--- config.mk ---
export PLATFORM = sky130hd
export DESIGN_NAME = pc_fetch_sequencer
export DESIGN_NICKNAME = d
export VERILOG_FILES = /design/src/rtl/core_pkg.sv /design/src/rtl/pc_incr.sv /design/src/rtl/pc_fetch_sequencer.sv
export SDC_FILE = /design/constraint.sdc
export NUM_CORES = 1
export LEC_CHECK = 0
export CORE_MARGIN = 1.5
export CORE_UTILIZATION = 41
export DETAILED_ROUTE_END_ITERATION = 8
export PLACE_DENSITY_LB_ADDON = 0.3
export SYNTH_ARGS = -nofsm -noshare
export SYNTH_HDL_FRONTEND = slang
export SYNTH_SLANG_ARGS = --single-unit
--- constraint.sdc ---
create_clock -name clk -period 2.77 [get_ports clk]
set_input_delay 0.554 -clock clk [delete_from_list [all_inputs] [get_ports clk]]
set_output_delay 0.554 -clock clk [all_outputs]
set_load 0.005 [all_outputs]
--- src/rtl/core_pkg.sv ---
// Shared fetch-path definitions: fetch FSM states, address width, reset PC and PC step.
package core_pkg;

    localparam int          ADDR_W           = 32;
    localparam logic [31:0] RESET_PC_DEFAULT = 32'h0000_0000;
    localparam logic [31:0] PC_INCR          = 32'd4;

    typedef enum logic [1:0] {
        IDLE   = 2'd0,
        FETCH  = 2'd1,
        EXEC   = 2'd2,
        HALTED = 2'd3
    } fetch_state_t;

endpackage

--- src/rtl/pc_incr.sv ---
// Sequential-address adder: pc + 4, wrapping mod 2^W. Shared with branch-target logic.
module pc_incr
    import core_pkg::*;
#(
    parameter int W = 32
) (
    input  logic [W-1:0] pc,
    output logic [W-1:0] pc_plus4
);

    assign pc_plus4 = pc + PC_INCR[W-1:0];

endmodule

--- src/rtl/pc_fetch_sequencer.sv ---
// Architectural PC register and instruction-fetch sequencer (IDLE/FETCH/EXEC/HALTED).
// Optional misaligned-target trap enabled by defining PC_MISALIGN_TRAP_EN.
module pc_fetch_sequencer #(
    parameter logic [31:0] RESET_PC = core_pkg::RESET_PC_DEFAULT,
    parameter int          ADDR_W   = core_pkg::ADDR_W
) (
    input  logic              clk,
    input  logic              rst_n,
    input  logic [ADDR_W-1:0] next_addr,
    input  logic              exec_done,
    input  logic              halt_req,
    input  logic              resume,
    input  logic              imem_ready,
    input  logic [31:0]       imem_rdata,
    output logic              imem_req,
    output logic [ADDR_W-1:0] imem_addr,
    output logic [ADDR_W-1:0] pc,
    output logic [ADDR_W-1:0] pc_plus4,
    output logic [31:0]       instr,
    output logic              instr_valid,
    output logic              halted,
    output logic [31:0]       fetch_count,
    output logic              trap
);
    import core_pkg::*;

    // Handshake: imem_req is high with imem_addr stable for the whole FETCH state;
    // the transfer happens on the first rising edge where imem_ready is also high.

    fetch_state_t      state, state_next;
    logic [ADDR_W-1:0] pc_next;
    logic [31:0]       instr_next;
    logic              instr_valid_next;
    logic [31:0]       fetch_count_next;

`ifdef PC_MISALIGN_TRAP_EN
    logic trap_q, trap_next;
`else
    localparam logic [ADDR_W-1:0] ALIGN_MASK = ~ADDR_W'(3);
`endif

    pc_incr #(.W(ADDR_W)) u_pc_incr (
        .pc       (pc),
        .pc_plus4 (pc_plus4)
    );

    always_comb begin
        state_next       = state;
        pc_next          = pc;
        instr_next       = instr;
        instr_valid_next = instr_valid;
        fetch_count_next = fetch_count;
`ifdef PC_MISALIGN_TRAP_EN
        trap_next        = trap_q;
`endif
        unique case (state)
            IDLE: state_next = FETCH;
            FETCH: begin
                if (imem_ready) begin
                    instr_next       = imem_rdata;
                    instr_valid_next = 1'b1;
                    fetch_count_next = fetch_count + 32'd1;
                    state_next       = EXEC;
                end
            end
            EXEC: begin
                if (exec_done) begin
                    instr_valid_next = 1'b0;
`ifdef PC_MISALIGN_TRAP_EN
                    if (next_addr[1:0] != 2'b00) begin
                        trap_next  = 1'b1;
                        state_next = HALTED;
                    end else begin
                        pc_next    = next_addr;
                        state_next = halt_req ? HALTED : FETCH;
                    end
`else
                    pc_next    = next_addr & ALIGN_MASK;
                    state_next = halt_req ? HALTED : FETCH;
`endif
                end
            end
            HALTED: begin
                if (resume) begin
`ifdef PC_MISALIGN_TRAP_EN
                    trap_next = 1'b0;
`endif
                    state_next = FETCH;
                end
            end
            default: state_next = IDLE;
        endcase
    end

    always_ff @(posedge clk or negedge rst_n) begin
        if (!rst_n) begin
            state       <= IDLE;
            pc          <= RESET_PC;
            instr       <= '0;
            instr_valid <= 1'b0;
            fetch_count <= '0;
`ifdef PC_MISALIGN_TRAP_EN
            trap_q      <= 1'b0;
`endif
        end else begin
            state       <= state_next;
            pc          <= pc_next;
            instr       <= instr_next;
            instr_valid <= instr_valid_next;
            fetch_count <= fetch_count_next;
`ifdef PC_MISALIGN_TRAP_EN
            trap_q      <= trap_next;
`endif
        end
    end

    assign imem_req  = (state == FETCH);
    assign imem_addr = pc;
    assign halted    = (state == HALTED);

`ifdef PC_MISALIGN_TRAP_EN
    assign trap = trap_q;
`else
    assign trap = 1'b0;
`endif

endmodule
==> reports/summary.txt, run 1 <==
setup ws final -> 0.1067 ns
vias -> 3931
largest family of logic cells by synthesized area -> multiplexers
mux cell area share after synthesis -> 14.91%
ranking of synthesized cells by area -> dfrtp_1 (51%), mux2_2 (15%), xnor2_1 (7.0%), buf_4 (5.8%), xor2_1 (3.9%)
Slowest-stage cell, CP -> dfrtp_2
RR Endpoint -> fetch_count[28]
minimum clock period after layout -> 2.663 ns
count leader, synth -> dfrtp_1
nets -> 715
CTS Buf Count -> 9
Slew headroom -> 43.53%
number of global-route vias before repair -> 4047
CTS H-tree lvls -> 3
Synth top cells by count -> dfrtp_1 (97), mux2_2 (63), xnor2_1 (38), buf_4 (37), nand4_1 (26)
clock tree buffer depth -> 2
period utilization -> 96.15%
Pre-Repair DR Iteration Count -> 5
Std-Cell Core Area -> 11370 um^2
Yosys warning count -> 0
Hold Vio Cnt, Final -> 0
Die Span Y -> 110.7 um
endpoints failing setup -> 0
Simple-Gate Fraction of Synth Area -> 13.28%
Hold Path Class -> input pin to asynchronous set/reset pin
reg-to-reg slack, setup -> 0.48 ns
fin area -> 7616 um^2
critical path's largest stage delay -> 0.42 ns
num ports -> 234
RR Startpoint -> state[1]
Reg2Reg Depth -> 6
# clock sinks -> 97
sequential share of the synthesized area -> 51.03%
die area -> 12260 um^2
status -> finished, final reports clean
Gate Count Post-Synth -> 408
Post-DP HPWL -> 9260 um
compound-cell area share of the yosys netlist -> 0.6575%
crit-path max FO -> 5
syn_area_per_cell -> 11.66 um^2
CTS tree -> yes
vias per inst -> 4.995
worst IR drop on VDD -> 0.6076 mV
CP Data Arrival Time -> 2.11 ns
type of element launching the critical path -> flip-flop
pre-CTS WS -> 0.1027 ns
die width -> 110.7 um
initial core utilization -> 41.84%
Static Leak -> 3.284 nW
Post-synth EDFFs -> 0
drt first-iter violations -> 224
first-pass GRT wire length -> 20830 um
largest net degree at the start of global routing -> 66
crit path kind -> flip-flop to output port
Post-route DRC -> 0
clock slew at reported path FFs -> 0.07 ns
worst slew pin tran -> 0.8470 ns
worst path bufs/invs -> 4
Post-synth ARST share -> 100.0%
area share of the largest cell type after synthesis -> 51.03%
total track usage -> 21.10%
maximum achievable frequency -> 375.5 MHz
Largest delay share family, worst path -> buffers and inverters
CP most frequent cell -> buf_4
post-route ant nets -> 0
xor and xnor area share after synthesis -> 10.86%
port bufs -> 224
Synth Register Bits -> 97
Clock Tree Root -> clkbuf_16
dominant cell type by area after synthesis -> dfrtp_1
Post-Synth Adder-Cell Area -> 1.578%
Post-Route Setup TNS -> 0 ns
share of layout cells above drive strength 1 -> 20.96%
antenna fix cells -> 0
Final GP Congestion -> 0.8442
CTS hold repair buffers -> 0
pwr/cell area -> 986.2 nW/um^2
Clock Skew -> 0.009266 ns
Clk Latency, worst-skew pair -> 0.34 ns
Routed WL per cell -> 16.23 um
Synth Flop Type -> dfrtp_1
antenna violations before repair -> 0
area of the mapped netlist -> 4757 um^2
post-synthesis cell type count -> 27
dpl cell area -> 7054 um^2
Final Slew Violations -> 0
Std-Cell Rows -> 39
nature of the critical path endpoint -> output port
total gr overflow -> 0
Worst Path Required -> 2.22 ns
Max-Cap Viols -> 0
drt total wl -> 12770 um
Area growth syn-to-layout -> 60.10%
CP cell instances -> nand3_4 -> nor4_4 -> buf_4 -> buf_4 -> buf_4 -> nand4_1 -> xnor2_1 -> clkdlybuf4s15_1
RSZ-0062 raised after global routing -> true
metal layers:
metal  vias to the layer above  track usage [%]  part of all wire (%)
met2                       161            36.21                    51
met1                      1913            25.14                    40
met3                        14            6.288                   7.4
li1                       1843                -                     -
met5                         -                0                     0
met4                         0            7.521                   1.4
final cells by class:
cell class | instances | area, um^2
Inverter | 11 | 41.29
Multi-Input combinational cell | 258 | 2076
Timing Repair Buffer | 262 | 2531
Sequential cell | 97 | 2434
Tap cell | 143 | 178.9
Fill cell | 879 | 3754
Clock inverter | 4 | 98.84
Clock buffer | 12 | 256.5
worst max-delay path by stage:
stage                   from           end  depth (start not counted)
2_1_floorplan   imem_addr[6]  pc_plus4[23]                          5
3_3_place_gp    imem_addr[3]  pc_plus4[24]                          7
3_5_place_dp    imem_addr[3]  pc_plus4[24]                          7
4_1_cts         imem_addr[9]  pc_plus4[16]                          7
5_1_grt         imem_addr[9]  pc_plus4[27]                          9
6_report       imem_addr[11]  pc_plus4[30]                          8
through the flow:
stage	utilization, %	hold WS, ns	power [W]	instances
4_1_cts	65.91	0.3531	0.007530	778
2_1_floorplan	-	0.2584	0.003821	414
6_report	66.99	0.3219	0.007511	787
3_3_place_gp	62.04	0.4633	0.005971	754
3_5_place_dp	62.04	0.4815	0.006069	754
5_1_grt	66.99	0.3931	0.007937	787
cell families after synthesis:
kind of cell / count (synthesis)
AOI/OAI and AO/OA: 5
xor gates and xnor gates: 59
adders and majority gates: 6
buffers and inverters: 59
DFF: 97
muxes: 63
other: 1
and+or+nand+nor: 118
where the power goes:
group	switching, W	total [W]	internal [W]
registers	0.000465	0.00241	0.00194
clock network	0.000513	0.00145	0.000934
logic	0.00122	0.00366	0.00244
registers in the layout, summed over array words and instances, names as in the netlist:
register,count
fetch_count,32
instr,32
imem_addr,30
state,2
instr_valid,1
layout by cell type (no fill, tap or decap), types with 10 or more instances in the layout:
cell type / n
clkdlybuf4s50_1: 206
dfrtp_1: 92
mux2_2: 63
xnor2_1: 38
buf_4: 38
nand4_1: 26
nand2_1: 22
xor2_1: 21
nand3_1: 18
nor2_1: 12
inv_1: 11
nor3_1: 10
worst register-to-register path, delay by kind of cell (launching register included):
family                     cells  cell delay [ns]
and+or+nand+nor                3             1.26
xor gates and xnor gates       1             0.19
adders and majority gates      1             0.26
buffers and inverters          1             0.10
DFF                            1             0.41
timing repair:
| item | in CTS | in global routing |
|---|---|---|
| cloned | 1 | 0 |
| endpoints found under the setup margin | 18 | 15 |
| pin swaps | 10 | 7 |
| setup buffers | 7 | 9 |
| gates resized for setup | 29 | 15 |
No activity file was read; power rests on OpenSTA's default activity.
==> run 2, diff against run 1 <==
--- a/config.mk
+++ b/config.mk
@@ -8,6 +8,8 @@
 export CORE_MARGIN = 1.5
 export CORE_UTILIZATION = 41
 export DETAILED_ROUTE_END_ITERATION = 8
+export GPL_TIMING_DRIVEN = 0
+export HOLD_SLACK_MARGIN = 0.08
 export PLACE_DENSITY_LB_ADDON = 0.3
 export SYNTH_ARGS = -nofsm -noshare
 export SYNTH_HDL_FRONTEND = slang
==> run 2 against run 1 <==
Net effect:
- first-iteration DRC count is 3.1% higher
- non-clock buffer count increased by 35
- largest cell class unchanged
- critical endpoint is now pc_plus4[21]
- flip-flop and latch count stayed put
- highest routed layer unchanged
- global-route usage grew 0.84 points
==> reports/summary.txt, run 2 (synthesized netlist as in run 1, its figures left out) <==
status -> finished, final reports clean
antenna fix cells -> 0 (unchanged)
Post-Route Setup TNS -> 0 ns (unchanged)
die width -> 110.7 um (unchanged)
largest net degree at the start of global routing -> 57 (-14%)
CP cell instances -> nand4_1 -> buf_4 -> nor4_4 -> buf_4 -> nand4_1 -> xnor2_1 -> clkdlybuf4s50_1
minimum clock period after layout -> 2.711 ns (+0.04744 ns)
Inst Count DP -> 782 (+3.7%)
Max-Cap Viols -> 0 (unchanged)
Routed WL per cell -> 16.11 um (-0.72%)
post-route ant nets -> 0 (unchanged)
vias per inst -> 5.028 (+0.66%)
Final Non-Filler Cells -> 822 (+4.4%)
vias -> 4133 (+5.1%)
maximum achievable frequency -> 368.9 MHz (-1.8%)
Clock Skew -> 0.006781 ns (-0.002485 ns)
total track usage -> 21.94% (+0.84 points)
endpoints failing setup -> 0 (unchanged)
CTS tree -> yes
Worst Path Required -> 2.22 ns (about the same)
most frequent cells in the layout -> clkdlybuf4s50_1 (209), dfrtp_1 (82), mux2_2 (63)
Hold Vio Cnt, Final -> 0 (unchanged)
period utilization -> 97.86% (+1.7 points)
Final GP Congestion -> 0.8298 (-1.7%)
CTS hold repair buffers -> 0 (unchanged)
Post-route DRC -> 0 (unchanged)
Post-DP HPWL -> 9671 um (+4.4%)
worst slew pin tran -> 0.6985 ns (-0.1485 ns)
drt first-iter violations -> 231 (+3.1%)
Static Leak -> 3.414 nW (+4.0%)
total gr overflow -> 0 (unchanged)
Final Slew Violations -> 0 (unchanged)
worst IR drop on VDD -> 0.6094 mV (+0.30%)
port bufs -> 224 (unchanged)
Std-Cell Rows -> 39 (unchanged)
number of global-route vias before repair -> 4247 (+4.9%)
CP Data Arrival Time -> 2.16 ns (+0.05 ns)
critical path's largest stage delay -> 0.51 ns (+0.09 ns)
nature of the critical path endpoint -> output port
Area growth syn-to-layout -> 65.47%
clock slew at reported path FFs -> 0.07 ns (about the same)
dpl cell area -> 7226 um^2 (+2.4%)
pwr/cell area -> 992.7 nW/um^2 (+0.66%)
die area -> 12260 um^2 (unchanged)
crit path kind -> flip-flop to output port
clock tree buffer depth -> 2 (unchanged)
fin area -> 7871 um^2 (+3.4%)
# clock sinks -> 97 (unchanged)
Std-Cell Core Area -> 11370 um^2 (unchanged)
Hold Path Class -> input pin to asynchronous set/reset pin
antenna violations before repair -> 0 (unchanged)
nets -> 750 (+4.9%)
Clock Tree Root -> clkbuf_16
CTS H-tree lvls -> 3 (unchanged)
share of layout cells above drive strength 1 -> 25.48% (+4.5 points)
crit-path max FO -> 2 (-3)
RSZ-0062 raised after global routing -> true
Slowest-stage cell, CP -> clkdlybuf4s50_1
CTS Buf Count -> 9 (unchanged)
commonest non-fill, non-tap cell in the layout -> clkdlybuf4s50_1
post-layout util -> 69.23% (+2.2 points)
Hold WS -> 0.2076 ns (-0.1143 ns)
Slew headroom -> 53.00% (+9.5 points)
drt total wl -> 13240 um (+3.7%)
first-pass GRT wire length -> 21570 um (+3.5%)
Pre-Repair DR Iteration Count -> 7 (+2)
initial core utilization -> 41.84% (unchanged)
Clk Latency, worst-skew pair -> 0.33 ns (about the same)
Die Span Y -> 110.7 um (unchanged)
num ports -> 234 (unchanged)
type of element launching the critical path -> flip-flop
-- run 2: cell count changes in the layout (fill, tap and decap cells not counted), moves of 3 or more --
cell             change
buf_4               +24
dfrtp_1             -10
dfrtp_2             +10
clkbuf_1             +8
clkdlybuf4s15_1      -3
clkdlybuf4s50_1      +3
-- run 2: metal layers --
metal | vias to the layer above | global-route usage (%) | routed length [um]
met5 | - | 0 | 0
met1 | 2024 | 24.73 | 5149
met2 | 178 | 39.30 | 6799
met3 | 20 | 5.850 | 1020
met4 | 0 | 8.889 | 274
li1 | 1911 | - | -
-- run 2: final timing paths --
kind / startpoint / to / slack, ns / cells after the start
setup / recovery: imem_addr[8] / pc_plus4[21] / 0.06 / 7
hold / removal: rst_n / imem_addr[25] / 0.21 / 1
setup reg to reg: state[1] / instr[22] / 0.49 / 6
hold reg to reg: fetch_count[31] / fetch_count[31] / 0.49 / 1
max in group asynchronous: rst_n / instr[4] / 1.89 / 2
min in group clk: fetch_count[31] / fetch_count[31] / 0.49 / 1
-- run 2: worst max-delay path, delay by kind of cell, from the launching register on --
family | cells | cell delay [ns]
XOR/XNOR | 1 | 0.15
AND/OR/NAND/NOR | 3 | 0.43
buffers and inverters | 3 | 0.87
flip-flops | 1 | 0.37
-- run 2: timing repair --
item	in CTS	in global routing
setup endpoints to repair	20	17
cloned	1	0
pin swaps	11	3
setup buffers	21	3
resized for setup	41	10
-- run 2: layout make-up --
type	instances	area (um^2)
Sequential cell	97	2446
Fill cell	863	3498
Inverter	11	41.29
Multi-Input combinational cell	258	2076
Clock buffer	12	256.5
Buffer	47	326.6
Clock inverter	4	98.84
Timing Repair Buffer	250	2447
Tap cell	143	178.9
-- run 2: power by group --
part / internal [W] / total (W) / switching (W)
Clock: 0.000934 / 0.00144 / 0.000508
Sequential: 0.00195 / 0.00251 / 0.000555
Combinational: 0.00266 / 0.00386 / 0.00121
-- run 2: per-stage QoR --
step                setup slack, ns  power [W]
finish                      0.05931   0.007814
global placement             -2.386   0.006100
global route               -0.03077   0.008254
CTS                        0.004659   0.007874
floorplan                    0.6023   0.003821
detailed placement          -0.4025   0.006201
